==> config.mk <==
export PLATFORM = sky130hd
export DESIGN_NAME = sram_arbiter
export DESIGN_NICKNAME = d
export VERILOG_FILES = /design/src/rtl/sram_arbiter.sv
export SDC_FILE = /design/constraint.sdc
export NUM_CORES = 1
export LEC_CHECK = 0
export BUFFER_PORTS_ARGS = -buffer_cell sky130_fd_sc_hd__buf_2
export CAP_MARGIN = 20
export CORE_MARGIN = 2
export CORE_UTILIZATION = 30
export DETAILED_ROUTE_END_ITERATION = 10
export MAX_ROUTING_LAYER = met4
export SYNTH_ARGS = -nofsm -noshare
export SYNTH_HDL_FRONTEND = slang
export SYNTH_SLANG_ARGS = --single-unit
==> constraint.sdc <==
create_clock -name clk -period 1.8 [get_ports clk]
set_input_delay 0.09 -clock clk [delete_from_list [all_inputs] [get_ports clk]]
set_output_delay 0.09 -clock clk [all_outputs]
set_load 0.005 [all_outputs]
==> src/rtl/sram_arbiter.sv <==
// rtl/sram_arbiter.sv - two-port round-robin arbiter in front of the single-port SRAM controller
// Optional build macro: SRAM_ARB_FIXED_PRIO_EN (port 0 always wins contention; port 1 can starve).
module sram_arbiter #(
  parameter int ADDR_W = 19,
  parameter int DATA_W = 8
) (
  input  logic              clk,
  input  logic              reset,
  input  logic              req0,
  input  logic              rw0,
  input  logic [ADDR_W-1:0] addr0,
  input  logic [DATA_W-1:0] wdata0,
  input  logic              req1,
  input  logic              rw1,
  input  logic [ADDR_W-1:0] addr1,
  input  logic [DATA_W-1:0] wdata1,
  output logic              ack0,
  output logic              ack1,
  output logic [DATA_W-1:0] rdata0,
  output logic [DATA_W-1:0] rdata1,
  output logic              busy,
  output logic              mem,
  output logic              mem_rw,
  output logic [ADDR_W-1:0] mem_addr,
  output logic [DATA_W-1:0] mem_wdata,
  input  logic              mem_ready,
  input  logic [DATA_W-1:0] mem_rdata
);

  typedef enum logic [1:0] {IDLE, ISSUE, BUSY, DONE} state_t;

  state_t            state, state_nxt;
  logic              grant;
  logic              cmd_rw;
  logic [ADDR_W-1:0] cmd_addr;
  logic [DATA_W-1:0] cmd_wdata;
  logic              take;
  logic              pick;
  logic              capture;
`ifndef SRAM_ARB_FIXED_PRIO_EN
  logic              last_grant;
`endif

  // Port selection for the arbitration cycle; only consulted when take is high.
  always_comb begin
`ifdef SRAM_ARB_FIXED_PRIO_EN
    pick = !req0;
`else
    if (req0 && req1) pick = !last_grant;
    else              pick = req1;
`endif
  end

  always_comb begin
    state_nxt = state;
    take      = 1'b0;
    capture   = 1'b0;
    case (state)
      IDLE: begin
        if (req0 || req1) begin
          take      = 1'b1;
          state_nxt = ISSUE;
        end
      end
      ISSUE: if (mem_ready) state_nxt = BUSY;
      BUSY: begin
        // ready returning high marks the controller back in idle with read data registered
        if (mem_ready) begin
          capture   = 1'b1;
          state_nxt = DONE;
        end
      end
      DONE:    state_nxt = IDLE;
      default: state_nxt = IDLE;
    endcase
  end

  always_comb begin
    mem  = 1'b0;
    busy = 1'b0;
    ack0 = 1'b0;
    ack1 = 1'b0;
    if (state != IDLE) busy = 1'b1;
    if (state == ISSUE) mem = 1'b1;
    if (state == DONE) begin
      ack0 = !grant;
      ack1 = grant;
    end
  end

  always_ff @(posedge clk or posedge reset) begin
    if (reset) begin
      state     <= IDLE;
      grant     <= 1'b0;
      cmd_rw    <= 1'b0;
      cmd_addr  <= '0;
      cmd_wdata <= '0;
      rdata0    <= '0;
      rdata1    <= '0;
`ifndef SRAM_ARB_FIXED_PRIO_EN
      last_grant <= 1'b1;
`endif
    end else begin
      state <= state_nxt;
      if (take) begin
        grant     <= pick;
        cmd_rw    <= pick ? rw1    : rw0;
        cmd_addr  <= pick ? addr1  : addr0;
        cmd_wdata <= pick ? wdata1 : wdata0;
`ifndef SRAM_ARB_FIXED_PRIO_EN
        last_grant <= pick;
`endif
      end
      if (capture && cmd_rw) begin
        if (grant) rdata1 <= mem_rdata;
        else       rdata0 <= mem_rdata;
      end
    end
  end

  assign mem_rw    = cmd_rw;
  assign mem_addr  = cmd_addr;
  assign mem_wdata = cmd_wdata;

endmodule

==> impl_metrics.py, run 1 <==
metrics = {
    "detailed_routing": {
        "drtIter0Drc": 52,
        "dr.pass1.iters": 4,
        "wire_per_inst_um": 13.3,
        "wl_um": 5680,
        "vias_per_cell": 4.53,
        "antenna_left": 0,
        "drc": 0,
        "dr_total_vias": 1940,
    },
    "hold_path": {
        "holdPathStages": 3,
        "hp-class": "in2reg",
        "min_to": "mem_wdata[7]",
        "hp-start": "wdata0[7]",
    },
    "run": {
        "maxCapViolCount": 0,
    },
    "critical_path": {
        "required_ns": 1.98,
        "crit_family": "flip-flops",
        "r2r_end": "state[1]",
        "cp_slowest_cell": "dfrtp_1",
        "worstPathCellList": "inv_1 > ha_1 > inv_2 > o32ai_2 > mux2_2",
        "reg2reg_depth": 5,
        "crit_buf_inv": 2,
        "end_kind": "register",
        "r2r-start": "state[0]",
        "crit_type": "reg2reg",
        "arrival_ns": 1.86,
        "cp_max_fo": 5,
        "rrSetupSlack_ns": 0.13,
        "max_stage_delay_ns": 0.41,
        "cp.depth": 5,
        "start_kind": "register",
    },
    "sta": {
        "setup_ws_ns": 0.126,
        "fin_skew_ns": 0.00821,
        "worst_pin_slew_ns": 0.774,
        "setup_viol": 0,
        "drv_slew": 0,
        "rsz0062_at_grt": "yes",
        "fin_crit_ns": 1.67,
        "fin_tns_setup_ns": 0,
        "fin_crit_sh_pct": 93.0,
        "slew_headroom_pct": 48.3,
        "max_freq_mhz": 597,
        "finalHoldViolations": 0,
    },
    "clock_network": {
        "post-cts-setup-buffers": 0,
        "clock_latency_ns": 0.29,
        "cts_root_buf": "clkbuf_8",
        "clk_path_buf_depth": 2,
        "cts_inserted_buffers": 5,
        "clk_pin_slew_ns": 0.09,
        "clock_sinks": 48,
        "cts_tree": "yes",
        "htreeDepth": 2,
    },
    "synthesis": {
        "yosysTopAreaCellShare_pct": 54.4,
        "ys_seq_area_share_pct": 55.6,
        "yosys.area.top_type": "dfrtp_1",
        "syn_area_per_cell_um2": 10.2,
        "syn-num-nets": 287,
        "netlist_top_cells_count": "57 x a21oi_1, 47 x dfrtp_1, 30 x nor2_1",
        "ys_async_sr_fraction_pct": 100,
        "synth_seq_cells": 48,
        "syn-cell-area_um2": 2160,
        "synthTopCellsByArea": "dfrtp_1 54%, a21oi_1 13%, mux2_2 8.9%",
        "yosysWarnings": 0,
        "post_synth_num_cell_types": 25,
        "yosys_most_used_dff": "dfrtp_1",
        "synth_edf_count": 0,
        "netlist_instances": 213,
        "yosysMostFrequentCell": "a21oi_1",
    },
    "die": {
        "core_um2": 6870,
        "rows": 30,
        "ios": 117,
        "fp.dieH_um": 88.9,
        "die-width_um": 88.9,
        "die_area_um2": 7900,
        "initial_core_util_pct": 31.5,
    },
    "placed_design": {
        "place_congestion": 0.712,
        "dp.cells": 420,
        "dpl.hpwl_um": 4280,
        "placed_cell_area_um2": 2860,
        "io_buffers": 116,
        "pre_cts_slack_ns": 0.0603,
    },
    "global_route": {
        "grt-ovfl-total": 0,
        "grt_pass1_vias": 1838,
        "antenna_found_initial": 0,
        "grt_max_degree": 29,
        "track_usage_pct": 14.8,
        "grt_pass1_wl_um": 8700,
    },
    "final_layout": {
        "area_growth_pct": 36.6,
        "multi_input_area_um2": 883,
        "layout-drive-gt1-share_pct": 46.4,
        "nNetsFinal": 406,
        "fin_cells": 428,
        "antenna_cells": 0,
        "regArea_um2": 1200,
        "stdcell_area_um2": 2950,
        "fill_cells": 687,
    },
    "power": {
        "p_leak_uw": 0.00150,
        "vdd_drop_max_mv": 0.636,
        "p_per_area_nw_per_um2": 1550,
        "total_power_uw": 4590,
    },
    "run_status": {
        "status": "finished, final reports clean",
    },
}
power breakdown:
part | total [uW] | switching (uW) | leakage (uW) | internal, uW
Sequential | 1940 | 309 | 0.000554 | 1630
Combinational | 2050 | 1030 | 0.000908 | 1020
Clock | 596 | 331 | 0.0000410 | 265
Total | 4590 | 1670 | 0.00150 | 2920
through the flow:
stage               hold slack [ns]  util [%]
CTS                         0.00843      42.9
global route                 0.0134      43.0
global placement              0.148      41.4
detailed placement            0.156      41.6
finish                       0.0189      43.0
floorplan                     0.160         -
worst max path at each step:
| stage | startpoint | endpoint |
|---|---|---|
| after global placement | state[0] | state[1] |
| final | state[0] | state[1] |
| after global routing | state[0] | mem_addr[6] |
| after CTS | state[0] | state[1] |
| after floorplan | state[0] | state[1] |
| after detailed placement | state[0] | state[1] |
kinds of logic after synthesis:
kind of cell	share of synthesized area, %
AOI/OAI and AO/OA	16.0
muxes	9.32
and+or+nand+nor	12.1
DFF	55.6
adders and majority gates	2.89
buffers and inverters	4.05
area by class of cell:
type	count	share of cell area, %
Clock buffer	6	2.46
Clock inverter	1	0.169
Inverter	4	0.508
Multi-Input combinational cell	150	29.9
Sequential cell	48	40.7
Tap cell	96	4.07
Timing Repair Buffer	123	22.2
layer usage:
layer  track usage (%)  vias up  share of wire (%)
li1                  -      958                  -
met2              23.9       84                 44
met1              18.9      894                 47
met3              3.79        4                7.9
met5                 -        -                  0
met4              2.89        0               0.62
flip-flops by register name, summed over array words and instances, names as in the netlist:
register    count
state           2
rdata0          8
mem_wdata       8
rdata1          8
grant           1
mem_addr       19
last_grant      1
mem_rw          1
worst min-delay path, stage by stage:
cell and delay [ns]:
buf_2 0.09, nand2_1 0.05, a21oi_1 0.05
layout by cell type (no fill, tap or decap), types with 2 or more instances in the layout:
cell and n:
inv_1 2, inv_2 2, ha_1 5, nor2_1 30
clkbuf_8 5, dfrtp_1 47, nand2_1 29, buf_2 116
a21oi_1 57, buf_4 4, mux2_2 17
what timing repair did:
| item | 4_1_cts | 5_1_grt |
|---|---|---|
| setup endpoints to repair | 0 | 2 |
| hold buffers | 1 | 0 |
| gates resized for setup | 0 | 1 |
| hold endpoints to repair | 19 | 0 |
Note: power is estimated with default switching activity, not from simulation.
==> inputs of run 2 (changes only) <==
--- a/config.mk
+++ b/config.mk
@@ -11,6 +11,7 @@
 export CORE_UTILIZATION = 30
 export DETAILED_ROUTE_END_ITERATION = 10
 export MAX_ROUTING_LAYER = met4
+export PLACE_DENSITY = 0.55
 export SYNTH_ARGS = -nofsm -noshare
 export SYNTH_HDL_FRONTEND = slang
 export SYNTH_SLANG_ARGS = --single-unit
==> run 2 against run 1 <==
Sequential share of layout area is 0.48 points lower. Combinational power hardly changed. Die area stayed put. Global-route usage is 0.45 points higher. Cell count is 0.23% higher. Clock power is 28% higher. Setup slack worse by 0.0043 ns. Critical path type unchanged. Highest routed layer unchanged.
==> impl_metrics.py, run 2 (synthesis gave the netlist of run 1 again) <==
metrics = {
    "die": {
        "fp.dieH_um": 88.9,
        "die_area_um2": 7900,
        "rows": 30,
        "initial_core_util_pct": 31.5,
        "core_um2": 6870,
        "ios": 117,
        "die-width_um": 88.9,
    },
    "hold_path": {
        "holdPathStages": 3,
        "hp-class": "in2reg",
    },
    "final_layout": {
        "antenna_cells": 0,
        "fill_cells": 703,
        "final_common_cell": "buf_2",
        "nNetsFinal": 406,
        "fin_cells": 429,
        "layout-drive-gt1-share_pct": 46.2,
        "largest_reg_flops": 19,
        "final_cell_mix": "116 x buf_2, 57 x a21oi_1, 47 x dfrtp_1",
        "area_growth_pct": 38.3,
    },
    "critical_path": {
        "cp.depth": 5,
        "worstPathCellList": "inv_1 > ha_1 > inv_2 > o32ai_1 > mux2_2",
        "crit_family": "flip-flops",
        "rrSetupSlack_ns": 0.12,
        "r2r_end": "state[1]",
        "end_kind": "register",
        "required_ns": 1.99,
        "cp_max_fo": 5,
        "cp_slowest_cell": "dfrtp_1",
        "crit_type": "reg2reg",
        "r2r-start": "state[0]",
        "arrival_ns": 1.86,
        "cp-endpoint": "state[1]",
        "reg2reg_depth": 5,
        "max_stage_delay_ns": 0.41,
        "crit_buf_inv": 2,
        "start_kind": "register",
        "cp-startpoint": "state[0]",
    },
    "detailed_routing": {
        "vias_per_cell": 4.56,
        "wire_per_inst_um": 13.6,
        "drc": 0,
        "antenna_left": 0,
        "wl_um": 5830,
        "drtIter0Drc": 67,
        "dr_total_vias": 1956,
        "dr.pass1.iters": 4,
    },
    "sta": {
        "fin_tns_setup_ns": 0,
        "finalHoldViolations": 0,
        "drv_slew": 0,
        "setup_viol": 0,
        "max_freq_mhz": 596,
        "fin_skew_ns": 0.00432,
        "worst_pin_slew_ns": 0.796,
        "slew_headroom_pct": 46.8,
        "fin_crit_ns": 1.68,
        "rsz0062_at_grt": "no",
        "fin_crit_sh_pct": 93.2,
    },
    "run": {
        "maxCapViolCount": 0,
    },
    "clock_network": {
        "cts_root_buf": "clkbuf_8",
        "clock_latency_ns": 0.30,
        "clock_sinks": 48,
        "cts_resized": 0,
        "cts_inserted_buffers": 5,
        "htreeDepth": 2,
        "cts_tree": "yes",
        "clk_pin_slew_ns": 0.08,
        "clk_path_buf_depth": 2,
    },
    "run_status": {
        "status": "finished, final reports clean",
    },
    "power": {
        "p_leak_uw": 0.00152,
        "p_per_area_nw_per_um2": 1600,
        "vdd_drop_max_mv": 0.861,
    },
    "global_route": {
        "antenna_found_initial": 0,
        "grt_pass1_wl_um": 8950,
        "grt_pass1_vias": 1867,
        "grt-ovfl-total": 0,
        "grt_max_degree": 29,
        "track_usage_pct": 15.2,
    },
    "placed_design": {
        "dp.cells": 420,
        "dpl.hpwl_um": 4410,
        "place_congestion": 0.776,
        "io_buffers": 116,
    },
}
## run 2: what timing repair did
action	4_1_cts	5_1_grt
hold buffers	1	0
hold endpoints to repair	22	0
buffers inserted	0	0
## run 2: how the worst min path moves through the flow
stage	endpoint	from	slack, ns
global placement	mem_addr[10]	reset	0.15
CTS	mem_addr[17]	addr0[17]	0.004
detailed placement	mem_addr[15]	reset	0.16
finish	mem_addr[17]	addr0[17]	0.01
floorplan	last_grant	req0	0.16
global route	mem_addr[8]	addr0[8]	0.002
## run 2: cell type report
| cell class | instances | area (um2) | area share (%) |
|---|---|---|---|
| Sequential cell | 48 | 1200 | 40.2 |
| Inverter | 4 | 15.0 | 0.502 |
| Clock inverter | 2 | 35.0 | 1.17 |
| Tap cell | 96 | 120 | 4.02 |
| Clock buffer | 6 | 72.6 | 2.43 |
| Timing Repair Buffer | 123 | 668 | 22.4 |
| Multi-Input combinational cell | 150 | 876 | 29.3 |
## run 2: per-layer routing
metal / share of wire (%) / vias up / GRT usage, %
met5: 0 / - / -
met2: 45 / 86 / 24.6
met1: 45 / 909 / 18.7
li1: - / 957 / -
met4: 0.69 / 0 / 2.89
met3: 9.6 / 4 / 5.17
## run 2: power breakdown
| part | internal [uW] | switching, uW | leakage, uW | total (uW) |
|---|---|---|---|---|
| combinational | 1020 | 1030 | 0.000911 | 2050 |
| sequential | 1640 | 327 | 0.000554 | 1960 |
| clock | 412 | 349 | 0.0000552 | 761 |
| total | 3070 | 1710 | 0.00152 | 4780 |
## run 2: through the flow
stage	util [%]	power, uW	hold slack (ns)	instance area [um2]	setup WS, ns
4_1_cts	43.5	4860	0.00430	2990	0.118
5_1_grt	43.5	5190	0.00175	2990	0.00177
6_report	43.5	4780	0.0107	2990	0.122
2_1_floorplan	-	3120	0.160	2160	0.209
3_3_place_gp	41.6	3980	0.154	2860	0.197
3_5_place_dp	41.8	4080	0.158	2870	0.131
## run 2: tightest hold or removal path, delay by kind of cell
kind	cells	cell delay, ns
simple gates	1	0.04
buf+inv	1	0.09
compound gates	1	0.05
==> inputs of run 3 (changes only) <==
--- a/config.mk
+++ b/config.mk
@@ -12,6 +12,7 @@
 export DETAILED_ROUTE_END_ITERATION = 10
 export MAX_ROUTING_LAYER = met4
 export PLACE_DENSITY = 0.55
+export RECOVER_POWER = 25
 export SYNTH_ARGS = -nofsm -noshare
 export SYNTH_HDL_FRONTEND = slang
 export SYNTH_SLANG_ARGS = --single-unit
==> run 3 against run 2 <==
Hold slack about the same. Clock power about the same. Die area unchanged.
==> impl_metrics.py, run 3 (synthesis gave the netlist of run 1 again) <==
metrics = {
    "hold_path": {
        "hp-class": "in2reg",
        "hp-start": "addr0[17]",
    },
    "die": {
        "die_area_um2": 7900,
        "core_um2": 6870,
        "initial_core_util_pct": 31.5,
        "die-width_um": 88.9,
        "fp.dieH_um": 88.9,
        "ios": 117,
        "rows": 30,
    },
    "final_layout": {
        "fill_cells": 705,
        "largest_reg_flops": 19,
        "final_common_cell": "buf_2",
        "multi_input_area_um2": 876,
        "layout-drive-gt1-share_pct": 44.7,
        "regArea_um2": 1200,
        "nNetsFinal": 406,
        "area_growth_pct": 38.0,
        "final_cell_mix": "112 x buf_2, 57 x a21oi_1, 47 x dfrtp_1",
        "fin_cells": 429,
        "antenna_cells": 0,
    },
    "detailed_routing": {
        "antenna_left": 0,
        "dr.pass1.iters": 4,
        "drc": 0,
        "wire_per_inst_um": 13.6,
        "drtIter0Drc": 67,
        "wl_um": 5830,
        "vias_per_cell": 4.56,
        "dr_total_vias": 1957,
    },
    "placed_design": {
        "place_congestion": 0.776,
        "io_buffers": 116,
        "dp.cells": 420,
        "dpl.hpwl_um": 4410,
    },
    "power": {
        "seqPwrFrac_pct": 41.2,
        "p_per_area_nw_per_um2": 1600,
        "power_frac_comb_pct": 42.9,
        "clkPwrFrac_pct": 16.0,
        "p_leak_uw": 0.00151,
        "vdd_drop_max_mv": 0.851,
        "intPower_uw": 3060,
        "p_sw_uw": 1710,
        "p_sw_share_pct": 35.8,
    },
    "sta": {
        "rsz0062_at_grt": "no",
        "fin_skew_ns": 0.00397,
        "slew_headroom_pct": 39.2,
        "fin_crit_ns": 1.68,
        "fin_tns_setup_ns": 0,
        "finalHoldViolations": 0,
        "fin_crit_sh_pct": 93.2,
        "max_freq_mhz": 596,
        "worst_pin_slew_ns": 0.911,
        "drv_slew": 0,
        "setup_viol": 0,
    },
    "critical_path": {
        "cp_slowest_cell": "dfrtp_1",
        "arrival_ns": 1.86,
        "cp-startpoint": "state[0]",
        "start_kind": "register",
        "crit_type": "reg2reg",
        "r2r-start": "state[0]",
        "worstPathCellList": "inv_1 > ha_1 > inv_2 > o32ai_1 > mux2_2",
        "crit_family": "flip-flops",
        "end_kind": "register",
        "required_ns": 1.99,
        "crit_buf_inv": 2,
        "cp_max_fo": 5,
        "max_stage_delay_ns": 0.41,
    },
    "clock_network": {
        "clk_path_buf_depth": 2,
        "post-cts-setup-buffers": 0,
        "clk_pin_slew_ns": 0.08,
        "cts_root_buf": "clkbuf_8",
        "htreeDepth": 2,
        "clock_sinks": 48,
        "cts_inserted_buffers": 5,
        "cts_tree": "yes",
        "clock_latency_ns": 0.30,
    },
    "run": {
        "maxCapViolCount": 0,
    },
    "global_route": {
        "antenna_found_initial": 0,
        "track_usage_pct": 15.2,
        "grt-ovfl-total": 0,
        "grt_pass1_vias": 1867,
        "grt_pass1_wl_um": 8950,
        "grt_max_degree": 29,
    },
    "run_status": {
        "status": "finished, final reports clean",
    },
}
==> run 3: final cells by class <==
type	instances	share of cell area (%)
clock buffer	6	2.43
tap	96	4.03
clock inverter	2	1.17
timing repair buffer	123	22.2
inverter	4	0.503
sequential	48	40.3
multi-input combinational	150	29.4
==> run 3: power by group through the flow <==
stage	sequential (uW)	combinational [uW]	clock (uW)
6_report	1960	2040	761
3_3_place_gp	1950	2030	0
3_5_place_dp	1980	2100	0
2_1_floorplan	1990	1130	0
4_1_cts	1960	2100	792
5_1_grt	2020	2320	843
==> run 3: timing repair <==
action | in CTS | in global routing
resized for setup | 0 | 0
hold endpoints to repair | 22 | 0
setup endpoints to repair | 0 | 0
hold buffers | 1 | 0
==> run 3: tightest hold or removal path, delay by kind of cell <==
family / cells / cell delay, ns
buffers and inverters: 1 / 0.09
AOI/OAI and AO/OA: 1 / 0.05
and+or+nand+nor: 1 / 0.04
==> run 3: layer usage <==
layer,GRT usage (%),vias up,part of all wire (%)
li1,-,956,-
met1,18.7,911,45
met2,24.6,86,45
met3,5.17,4,9.7
met4,2.89,0,0.69
met5,-,-,0
==> run 3: path summary, 6_finish.rpt <==
path	slack, ns	cells past startpoint	to
min in group asynchronous	0.53	3	mem_addr[15]
max reg2reg	0.12	5	state[1]
min reg2reg	0.51	1	rdata0[6]
min	0.01	3	mem_addr[17]
max in group asynchronous	0.56	4	last_grant
max	0.12	5	state[1]
==> run 3: per-stage QoR <==
step           power, uW  hold WS [ns]  utilization, %  instance area [um2]  setup WS, ns
6_report            4770        0.0107            43.4                 2980         0.123
5_1_grt             5180       0.00175            43.4                 2980       0.00177
4_1_cts             4860       0.00430            43.5                 2990         0.118
3_5_place_dp        4080         0.158            41.8                 2870         0.131
3_3_place_gp        3980         0.154            41.6                 2860         0.197
2_1_floorplan       3120         0.160               -                 2160         0.209
